<file path="src/rtl/uart_rx_fifo.sv">
// rtl/uart_rx_fifo.sv - first-word-fall-through byte FIFO behind the UART receiver
// Optional build macro UART_FIFO_DROP_OLDEST_EN: overflow evicts the head and keeps the newest byte.
module uart_rx_fifo #(
  parameter int DEPTH = 16,
  parameter int WIDTH = 8
) (
  input  logic                       clk,
  input  logic                       rst,
  input  logic                       in_valid,
  input  logic [WIDTH-1:0]           in_data,
  output logic                       out_valid,
  output logic [WIDTH-1:0]           out_data,
  input  logic                       out_ready,
  output logic [$clog2(DEPTH):0]     level,
  output logic                       full,
  output logic                       empty,
  output logic                       overflow,
  input  logic                       ovf_clear
);

  localparam int AW = $clog2(DEPTH);
  localparam int PW = AW + 1;

  logic [WIDTH-1:0] mem [DEPTH];
  logic [PW-1:0]    wr_ptr;
  logic [PW-1:0]    rd_ptr;
  logic             pop;
  logic             push;
  logic             ovf_evt;
  logic             wr_en;
  logic             rd_en;

  // Status flags come only from registered pointers, so no input reaches an output combinationally.
  assign empty     = (wr_ptr == rd_ptr);
  assign full      = (wr_ptr[AW-1:0] == rd_ptr[AW-1:0]) && (wr_ptr[AW] != rd_ptr[AW]);
  assign level     = wr_ptr - rd_ptr;
  assign out_valid = !empty;
  assign out_data  = out_valid ? mem[rd_ptr[AW-1:0]] : '0;

  assign pop     = out_valid && out_ready;
  assign push    = in_valid && (!full || pop);
  assign ovf_evt = in_valid && full && !pop;

`ifdef UART_FIFO_DROP_OLDEST_EN
  assign wr_en = push || ovf_evt;
  assign rd_en = pop || ovf_evt;
`else
  assign wr_en = push;
  assign rd_en = pop;
`endif

  always_ff @(posedge clk) begin
    if (wr_en) begin
      mem[wr_ptr[AW-1:0]] <= in_data;
    end
  end

  always_ff @(posedge clk or posedge rst) begin
    if (rst) begin
      wr_ptr <= '0;
      rd_ptr <= '0;
    end else begin
      if (wr_en) begin
        wr_ptr <= wr_ptr + PW'(1);
      end
      if (rd_en) begin
        rd_ptr <= rd_ptr + PW'(1);
      end
    end
  end

  // A fresh overflow in the clearing cycle keeps the flag set.
  always_ff @(posedge clk or posedge rst) begin
    if (rst) begin
      overflow <= 1'b0;
    end else if (ovf_evt) begin
      overflow <= 1'b1;
    end else if (ovf_clear) begin
      overflow <= 1'b0;
    end
  end

endmodule

</file>
<file path="config.mk">
export PLATFORM = sky130hd
export DESIGN_NAME = uart_rx_fifo
export DESIGN_NICKNAME = d
export VERILOG_FILES = /design/src/rtl/uart_rx_fifo.sv
export SDC_FILE = /design/constraint.sdc
export NUM_CORES = 1
export LEC_CHECK = 0
export ABC_AREA = 0
export CORE_MARGIN = 2
export CORE_UTILIZATION = 53
export DETAILED_ROUTE_END_ITERATION = 16
export GPL_ROUTABILITY_DRIVEN = 1
export GPL_TIMING_DRIVEN = 0
export MAX_ROUTING_LAYER = met4
export PLACE_DENSITY = 0.72
export SYNTH_ARGS = -nofsm -noshare
export SYNTH_HDL_FRONTEND = slang
export SYNTH_SLANG_ARGS = --single-unit
</file>
<file path="constraint.sdc">
create_clock -name clk -period 3.8 [get_ports clk]
set_clock_uncertainty 0.15 [all_clocks]
set_input_delay 0.57 -clock clk [delete_from_list [all_inputs] [get_ports clk]]
set_output_delay 0.57 -clock clk [all_outputs]
set_load 0.05 [all_outputs]
</file>
== Word level (Yosys, flattened, before mapping) ==
Memories as Yosys holds them, arrays and structs flattened.
Index checks and enable logic that the tools add are counted.

* Memory bits (writable): 128
* Output and inout port bits: 17
* Memories kept: 1
* Flip-flop bits (word level): 11

{| class="wikitable"
|+ Memory list
! name !! depth !! bits a word !! rd ports !! clocked after Yosys merged registers in !! write ports !! RTL line !! text
|-
| mem || 16 || 8 || 1 || 0 || 1 || 24 || <nowiki>logic [WIDTH-1:0] mem [DEPTH];</nowiki>
|}

* Add/subtract/negate cells: 3
* Mux-type cells: 5
* Reduce and logical (&&, ||, !) cells: 10
* Eq/ne operators: 3

{| class="wikitable"
|+ Operator list
! operator !! number
|-
| $add 5x1->5 const B || 2
|-
| $mux 8 || 1
|-
| $eq 5x5->1 || 1
|-
| $logic_and 1x1->1 || 5
|-
| $sub 5x5->5 || 1
|-
| $eq 4x4->1 || 1
|-
| $mux 1 || 4
|-
| $logic_not 1->1 || 3
|-
| $reduce_bool 2->1 || 1
|-
| $logic_or 1x1->1 || 1
|-
| $ne 1x1->1 || 1
|}

== Depth between registers and ports, before layout ==
Gate-level depths: netlist (run 1).

* Word-level depth: 7
* Depth in mapped cells: 10
* Mapped depth without buffers: 7

== Worst setup path before layout (run 1) ==
Ideal clock, no wire load.

* Path kind: flip-flop to output port
* From: register rd_ptr[3]
* To: output out_data[0]
* Arrival: 3.092 ns
* Path buffers: 3
* Slack: -0.012 ns
* Stages on the path, launching flop included: 10
* Data required time: 3.080 ns
* Path through: dfrtp_1 clkbuf_1 buf_2 inv_2 ha_1 and4_1 nand2_1 clkbuf_1 o21ai_1 a21oi_1

* Word-level cells in the longest chain between the ends: 2
* Elaborated cells on any way between the ends: 3

{| class="wikitable"
|+ Ends and longest elaborated chain
! item !! RTL line !! text
|-
| start: declaration || 26 || <nowiki>logic [PW-1:0] rd_ptr;</nowiki>
|-
| start signal: assignment || 67 || <nowiki>rd_ptr <= rd_ptr + PW'(1);</nowiki>
|-
| $mem_v2 16x8 / $eq 5x5->1 (equally long branches) || n/a ||
|-
| $mux 8 * || 38 || <nowiki>assign out_data = out_valid ? mem[rd_ptr[AW-1:0]] : '0;</nowiki>
|-
| end: declaration || 12 || <nowiki>output logic [WIDTH-1:0] out_data,</nowiki>
|}

Every way passes the cells marked *; elsewhere a longest branch is shown, timed or not.

== Worst setup path after layout (run 1) ==
* From: register rd_ptr[1]
* To: output out_valid

* Word-level cells in the longest chain between the ends: 2

{| class="wikitable"
|+ Ends and longest elaborated chain
! item !! RTL line !! text
|-
| $eq 5x5->1 || 34 || <nowiki>assign empty = (wr_ptr == rd_ptr);</nowiki>
|-
| $logic_not 1->1 || 37 || <nowiki>assign out_valid = !empty;</nowiki>
|-
| end: declaration || 11 || <nowiki>output logic out_valid,</nowiki>
|}

Every way passes these cells.

==> reports/metrics.csv, run 1 <==
metric;value;unit
Post-Syn Instances;297;
Boundary Pins;30;
adder and majority gate portion of the synthesized area;2.31;%
crit path from;rd_ptr[1];
CP Capture Type;output port;
largest net degree at the start of global routing;17;
total grt overflow;0;
drt first-iter violations;239;
Synthesis Warnings;0;
status;finished, final reports clean;
design area;0.00683;sq mm
CTS tree;built;
max_cap viols;0;
hold slack final;0.186;ns
H-tree depth;4;
Critical Path RT;3.08;ns
Leak;0.00239;uW
Max Clk Rate;273;MHz
final worst path period need;3.66;ns
Synth async-reset ratio;7.91;%
die area;0.0117;sq mm
Largest stage delay, worst path;0.54;ns
die height;108;um
RSZ-0062 raised after global routing;no;
CP bufs+invs;6;
Via density;5.68;
final setup fails;0;
Placer Congestion;0.800;
detailed placer's ending HPWL;7.02;mm
Initial Utilization;53.8;%
critical-path cell list;buf_6 > buf_12 > buf_12 > inv_1 > ha_1 > and4_1 > nand2_1 > buf_4 > dlygate4sd2_1;
Crit Path Class;register to output port;
core box area;0.0107;sq mm
Crit Path Max Fanout;10;
Mapped Nets;320;
cts bufs inserted;17;
Placement Setup Slack;-0.520;ns
Worst-Skew Late Latency;0.52;ns
endpoints failing hold;0;
worst hold path type;input port to async pin;
Worst R2R Start;rd_ptr[1];
# hold bufs at CTS;0;
Pwr per Cell Area;927;mW/mm^2
CP arrival;2.94;ns
routed wl met3;627;um
Synth Area in XOR/XNOR;1.83;%
Slew Limit Fails;0;
FF/Latch Area;0.00412;sq mm
syn_area_per_cell;19.4;sq um
port bufs;29;
Multi-input gate area;0.00153;sq mm
total power;6330;uW
drc violations;0;
clock sink total;139;
Setup WS post-layout;0.142;ns
root buf cell;clkbuf_8;
Final #Nets;367;
Cell Area, Synth;0.00575;sq mm
Seq cells post-synth;139;
layout cells sized above 1;26.1;%
Placed Area;0.00626;sq mm
CP startpoint kind;register;
met2 routed WL;5.30;mm
Least-Margin Pin Slew;0.952;ns
Inserted Diodes;0;
routed len/inst;21.6;um
DRT met1 WL;4.61;mm
DR vias;2822;
first-pass GRT wire length;16.7;mm
Total GRT Usage;21.3;%
FP Rows;38;
antenna-violating nets left;0;
post-route non-filler standard cell count;497;
crit-path leading delay family;buffers and inverters;
Compound-Gate Fraction of Synth Area;2.20;%
Max IR drop VDD;0.980;mV
area grow syn2layout;18.8;%
CTS Buffer Depth;2;
Seq/Total Area, Yosys;71.6;%
initial antenna violation count;0;
Distinct cells, synth;33;
FILL cells;734;
Slew headroom;36.3;%
drt total wl;10.7;mm
post-synthesis simple-gate area fraction;3.05;%
Die W;108;um
multiplexer area fraction after synthesis;16.4;%
main combinational cell family by area after synthesis;multiplexers;
ys flop type;edfxtp_1;
Post-CTS Setup Inserts;0;
cell seen most often among critical-path stages;buf_12;
vias in the first global route;2964;
drt pass-1 iters;4;
EDFF count, synth;128;
crit share post-route;96.3;%
Slowest-stage cell, CP;dlygate4sd2_1;
top routing layer in use;met4;
Post-Place Cells;466;
CTS clock-pin slew for the worst setup and hold paths;0.06;ns
==> path summary, 6_finish.rpt <==
check	slack, ns	cells after the start	to
max	0.14	9	out_valid
min	0.19	2	wr_ptr[2]
max reg2reg	0.59	10	mem[13][4]
min reg2reg	0.35	1	wr_ptr[4]
max in group asynchronous	3.01	2	rd_ptr[3]
min in group clk	0.35	1	wr_ptr[4]
==> sequential cells by signal, indices dropped and copies added, names as in the netlist <==
name and flops:
mem 128, overflow 1, rd_ptr 5, wr_ptr 5
==> cell families (layout without fill, tap and decap cells) <==
family	Yosys count	after routing
buf+inv	26	86
mux	51	51
xor+xnor	12	12
fa+ha+maj	10	10
flops	139	139
compound gates	22	22
simple gates	37	37
==> per-stage QoR <==
stage / TNS [ns] / utilization, %
finish: 0 / 63.8
global route: 0 / 63.8
CTS: 0 / 63.7
detailed placement: -4.98 / 58.5
global placement: -7.91 / 58.4
floorplan: 0 / -
==> routing by layer <==
metal	vias up	track usage (%)
met5	-	-
met4	0	8.33
met2	97	32.8
li1	1278	-
met3	19	5.67
met1	1428	27.4
==> repair_timing <==
item / in CTS / in global routing
cloned: 0 / 0
gates resized for setup: 48 / 12
endpoints found under the setup margin: 21 / 11
==> where the power goes <==
group | leakage (uW) | total, uW | internal (uW) | switching, uW
registers | 0.00129 | 1960 | 1870 | 90.1
logic | 0.000816 | 2730 | 1010 | 1710
clock network | 0.000281 | 1640 | 1050 | 587
total | 0.00239 | 6330 | 3940 | 2390
==> area by class of cell <==
cell class                      count  area share [%]
Buffer                             14            1.63
Sequential cell                   139            60.3
Clock inverter                     14            2.60
Clock buffer                       18            6.12
Inverter                           11           0.605
Timing Repair Buffer               29            3.77
Multi-Input combinational cell    132            22.4
Tap cell                          140            2.56
==> Yosys cell counts, types with 8 or more instances <==
library cell,number,share of area [%]
nor2_1,12,0.78
xnor2_1,11,1.7
mux4_1,9,4.1
mux2i_1,11,1.9
ha_1,9,2.0
nand2_1,8,0.52
a21oi_1,9,0.78
edfxtp_1,128,67
dfrtp_1,11,4.8
mux4_2,22,8.6
inv_1,10,0.65
mux2_2,9,1.8
==> layout by cell type, fill, tap and decap left out, types with 9 or more instances in the layout <==
master	synthesis	final
clkbuf_16	0	16
mux4_2	22	22
inv_1	10	10
nor2_1	12	12
dfrtp_1	11	10
mux2_2	9	9
mux2i_1	11	11
ha_1	9	9
mux4_1	9	9
clkdlybuf4s50_1	0	16
edfxtp_1	128	128
xnor2_1	11	11
Note: power is estimated with default switching activity, not from simulation.
==> run 2, diff against run 1 <==
--- a/config.mk
+++ b/config.mk
@@ -6,7 +6,8 @@
 export NUM_CORES = 1
 export LEC_CHECK = 0
 export ABC_AREA = 0
-export CORE_MARGIN = 2
+export ABC_CLOCK_PERIOD_IN_PS = 3800
+export CORE_MARGIN = 4
 export CORE_UTILIZATION = 53
 export DETAILED_ROUTE_END_ITERATION = 16
 export GPL_ROUTABILITY_DRIVEN = 1
==> reports/metrics.csv, run 2 (same netlist as run 1, synthesis figures left out) <==
metric;value;unit
root buf cell;clkbuf_8;
clock sink total;139;
Crit Path Max Fanout;10;
final setup fails;0;
gr busiest metal;met2;
# hold bufs at CTS;0;
Via density;5.74;
RSZ-0062 raised after global routing;no;
Crit Path Class;register to output port;
core box area;0.0105;sq mm
grt met3 use;4.96;%
FILL cells;713;
die area;0.0126;sq mm
Post-Place Cells;463;
post-route non-filler standard cell count;494;
largest net degree at the start of global routing;17;
Slew headroom;33.5;%
reg-to-reg endpoint;mem[11][2];
detailed placer's ending HPWL;7.22;mm
cts bufs inserted;17;
Placement Setup Slack;-0.485;ns
critical path endpoint;level[4];
Pwr per Cell Area;938;mW/mm^2
Placer Congestion;0.791;
Die W;112;um
reg-to-reg slack, setup;0.50;ns
Final #Nets;368;
first-pass GRT wire length;17.8;mm
endpoints failing hold;0;
most common cell after layout, fill and taps aside;edfxtp_1;
crit path from;rd_ptr[1];
initial antenna violation count;0;
Boundary Pins;30;
Worst R2R Start;rd_ptr[1];
post-cts resize count;44;
Initial Utilization;55.0;%
routed len/inst;22.7;um
Critical Path RT;3.08;ns
status;finished, final reports clean;
Setup WS post-layout;0.117;ns
setup TNS;0;ns
Inserted Diodes;0;
Max Clk Rate;271;MHz
vias in the first global route;2967;
CTS tree;built;
Least-Margin Pin Slew;0.993;ns
Total GRT Usage;20.1;%
total power;6430;uW
Leak;0.00239;uW
port bufs;29;
Worst-Skew Late Latency;0.52;ns
most frequent cells in the layout;edfxtp_1, mux4_2, clkdlybuf4s50_1;
final worst path period need;3.68;ns
max_cap viols;0;
crit share post-route;96.9;%
FP Rows;37;
CTS clock-pin slew for the worst setup and hold paths;0.06;ns
CP arrival;2.96;ns
drt pass-1 iters;5;
area grow syn2layout;19.2;%
CTS Buffer Depth;2;
grt met1 use;26.2;%
drt first-iter violations;195;
Max IR drop VDD;0.689;mV
depth of the worst register-to-register path;10;
H-tree depth;4;
CP startpoint kind;register;
layout cells sized above 1;25.4;%
CP Capture Type;output port;
Post-CTS Setup Inserts;0;
Slew Limit Fails;0;
worst hold path type;input port to async pin;
drt total wl;11.2;mm
drc violations;0;
DR vias;2837;
max FFs per register;128;
die height;112;um
antenna-violating nets left;0;
total grt overflow;0;
GRT met2 Usage;31.5;%
[run 2: cell types whose count changed in the layout (fill, tap and decap cells not counted), sizes merged]
cell / change
clkbuf: +2
buf: -2
bufinv: +1
dlymetal6s2s: -1
clkdlybuf4s50: +1
clkinvlp: -3
clkinv: +2
clkdlybuf4s15: +2
dlygate4sd2: -1
[run 2: stage by stage]
stage | utilization (%) | hold WS [ns] | cell area [sq um]
finish | 65.5 | 0.203 | 6850
global route | 65.5 | 0.241 | 6850
CTS | 65.5 | 0.208 | 6850
detailed placement | 59.8 | 0.339 | 6260
global placement | 59.6 | 0.331 | 6240
floorplan | - | 0.272 | 5780
[run 2: how the worst min path moves through the flow]
stage                   start         to  slack, ns
finish                    rst   overflow       0.20
global route              rst   overflow       0.24
CTS                       rst  wr_ptr[4]       0.21
detailed placement  wr_ptr[4]  wr_ptr[4]       0.34
global placement    rd_ptr[4]  rd_ptr[4]       0.33
floorplan                 rst   overflow       0.27
[run 2: power breakdown]
group / switching, uW / internal [uW] / total (uW)
logic: 1720 / 1020 / 2740
registers: 91.8 / 1870 / 1970
clock network: 597 / 1120 / 1720
total: 2410 / 4020 / 6430
[run 2: layout make-up]
type,count,area (sq um),area share [%]
Clock inverter,14,201,2.94
Tap cell,136,170,2.48
Inverter,11,43.8,0.639
Buffer,14,111,1.62
Sequential cell,139,4120,60.1
Clock buffer,18,418,6.10
Multi-Input combinational cell,132,1520,22.2
Timing Repair Buffer,30,265,3.87
[run 2: per-layer routing]
layer / vias up / part of all wire (%)
li1: 1283 / -
met3: 8 / 3.8
met4: 0 / 0.76
met2: 61 / 52
met5: - / 0
met1: 1485 / 43
[run 2: worst max-delay path, cell delays in order (launching register included)]
cell	delay [ns]
dfrtp_1	0.38
buf_6	0.18
buf_12	0.17
buf_12	0.15
inv_1	0.09
fa_1	0.44
a21o_1	0.17
a21oi_1	0.20
xnor2_1	0.14
clkdlybuf4s15_1	0.51
==> run 3, diff against run 2 <==
--- a/config.mk
+++ b/config.mk
@@ -8,12 +8,11 @@
 export ABC_AREA = 0
 export ABC_CLOCK_PERIOD_IN_PS = 3800
 export CORE_MARGIN = 4
-export CORE_UTILIZATION = 53
+export CORE_UTILIZATION = 26
 export DETAILED_ROUTE_END_ITERATION = 16
 export GPL_ROUTABILITY_DRIVEN = 1
 export GPL_TIMING_DRIVEN = 0
 export MAX_ROUTING_LAYER = met4
-export PLACE_DENSITY = 0.72
 export SYNTH_ARGS = -nofsm -noshare
 export SYNTH_HDL_FRONTEND = slang
 export SYNTH_SLANG_ARGS = --single-unit
==> reports/metrics.csv, run 3 (same netlist as run 1, synthesis figures left out) <==
metric;value;unit
post-route non-filler standard cell count;637;
most common cell after layout, fill and taps aside;edfxtp_1;
Post-CTS Setup Inserts;0;
endpoints failing hold;0;
drt pass-1 iters;4;
clock sink total;139;
Critical Path RT;3.08;ns
Crit Path Class;register to output port;
drt total wl;11.7;mm
Post-Place Cells;606;
Inserted Diodes;0;
most frequent cells in the layout;edfxtp_1, mux4_2, clkbuf_16, clkdlybuf4s50_1, nor2_1;
status;finished, final reports clean;
CP startpoint kind;register;
die height;157;um
Worst-Skew Late Latency;0.41;ns
die area;0.0246;sq mm
Least-Margin Pin Slew;0.969;ns
CP arrival;2.84;ns
Pwr per Cell Area;919;mW/mm^2
Crit Path Max Fanout;10;
max_cap viols;0;
Total GRT Usage;10.4;%
vias in the first global route;2969;
cts bufs inserted;17;
RSZ-0062 raised after global routing;no;
Die W;157;um
antenna-violating nets left;0;
total power;6490;uW
detailed placer's ending HPWL;7.93;mm
Max Clk Rate;281;MHz
internal power;4050;uW
Switching Power;2430;uW
drc violations;0;
final setup fails;0;
Placement Setup Slack;-0.593;ns
Flop pwr share;30.2;%
total grt overflow;0;
FP Rows;54;
max FFs per register;128;
Setup WS post-layout;0.237;ns
area grow syn2layout;22.7;%
Slew headroom;35.2;%
CP Capture Type;output port;
largest net degree at the start of global routing;17;
Placer Congestion;0.740;
Placed Area;0.00643;sq mm
Via density;4.42;
Initial Utilization;26.4;%
Max IR drop VDD;0.753;mV
Leak;0.00241;uW
design area;0.00706;sq mm
# hold bufs at CTS;0;
root buf cell;clkbuf_16;
Boundary Pins;30;
FILL cells;2073;
crit share post-route;93.8;%
Final #Nets;368;
port bufs;29;
drt first-iter violations;225;
CTS Buffer Depth;2;
layout cells sized above 1;25.8;%
worst hold path type;input port to async pin;
final worst path period need;3.56;ns
routed len/inst;18.3;um
Slew Limit Fails;0;
Net Sw Frac;37.5;%
core box area;0.0218;sq mm
CTS tree;built;
CTS clock-pin slew for the worst setup and hold paths;0.06;ns
first-pass GRT wire length;17.9;mm
hold slack final;0.309;ns
combinational group share of total power;42.1;%
initial antenna violation count;0;
DR vias;2814;
Clock Power Share;27.7;%
H-tree depth;4;
[run 3: changes by cell type in the layout (fill, tap and decap cells not counted), sizes merged]
cell / change
clkinv: -6
inv: +4
clkdlybuf4s15: -2
dlymetal6s2s: +2
buf: +1
clkbuf: -1
clkinvlp: +1
[run 3: metrics by stage]
stage	utilization, %	setup TNS, ns
floorplan	-	0
global placement	29.4	-10.71
detailed placement	29.5	-7.89
CTS	32.4	0
global route	32.3	0
finish	32.3	0
[run 3: worst paths after layout]
check | depth (start not counted) | slack (ns) | start | to
worst min register to register | 1 | 0.35 | rd_ptr[4] | rd_ptr[4]
worst min-delay path | 2 | 0.31 | rst | wr_ptr[0]
max in group asynchronous | 2 | 2.86 | rst | rd_ptr[3]
min in group clk | 1 | 0.35 | rd_ptr[4] | rd_ptr[4]
worst max-delay path | 11 | 0.24 | rd_ptr[1] | out_data[3]
worst max register to register | 10 | 0.61 | rd_ptr[1] | mem[8][0]
[run 3: cell type report]
class / count / area [sq um] / area share, %
Inverter: 11 / 43.8 / 0.621
Multi-Input combinational cell: 132 / 1520 / 21.6
Buffer: 14 / 111 / 1.58
Clock inverter: 13 / 215 / 3.05
Clock buffer: 18 / 429 / 6.08
Sequential cell: 139 / 4120 / 58.4
Timing Repair Buffer: 30 / 263 / 3.72
Tap cell: 280 / 350 / 4.96
[run 3: repair_timing]
item,CTS,global route
pin swaps,0,0
setup endpoints to repair,29,11
gates resized for setup,34,17
[run 3: power by group through the flow]
| stage | Sequential (uW) | Clock [uW] | Combinational (uW) |
|---|---|---|---|
| after floorplan | 1960 | 0 | 2080 |
| after global placement | 1970 | 0 | 2870 |
| after detailed placement | 1980 | 0 | 2890 |
| after CTS | 1970 | 1830 | 2820 |
| after global routing | 1980 | 1890 | 2920 |
| final | 1960 | 1800 | 2730 |
[run 3: per-layer routing]
metal,wire (um),GRT usage [%]
met5,0,-
met4,72,3.60
met3,613,2.71
met2,5740,16.4
met1,5240,13.1
[run 3: worst max-delay path: stages (launching register included)]
cell,delay (ns)
dfrtp_1,0.37
buf_6,0.17
buf_12,0.17
buf_12,0.15
inv_1,0.10
ha_1,0.32
and4_1,0.20
nand2_1,0.15
clkbuf_4,0.24
o21ai_1,0.10
a21oi_2,0.18
clkbuf_4,0.26
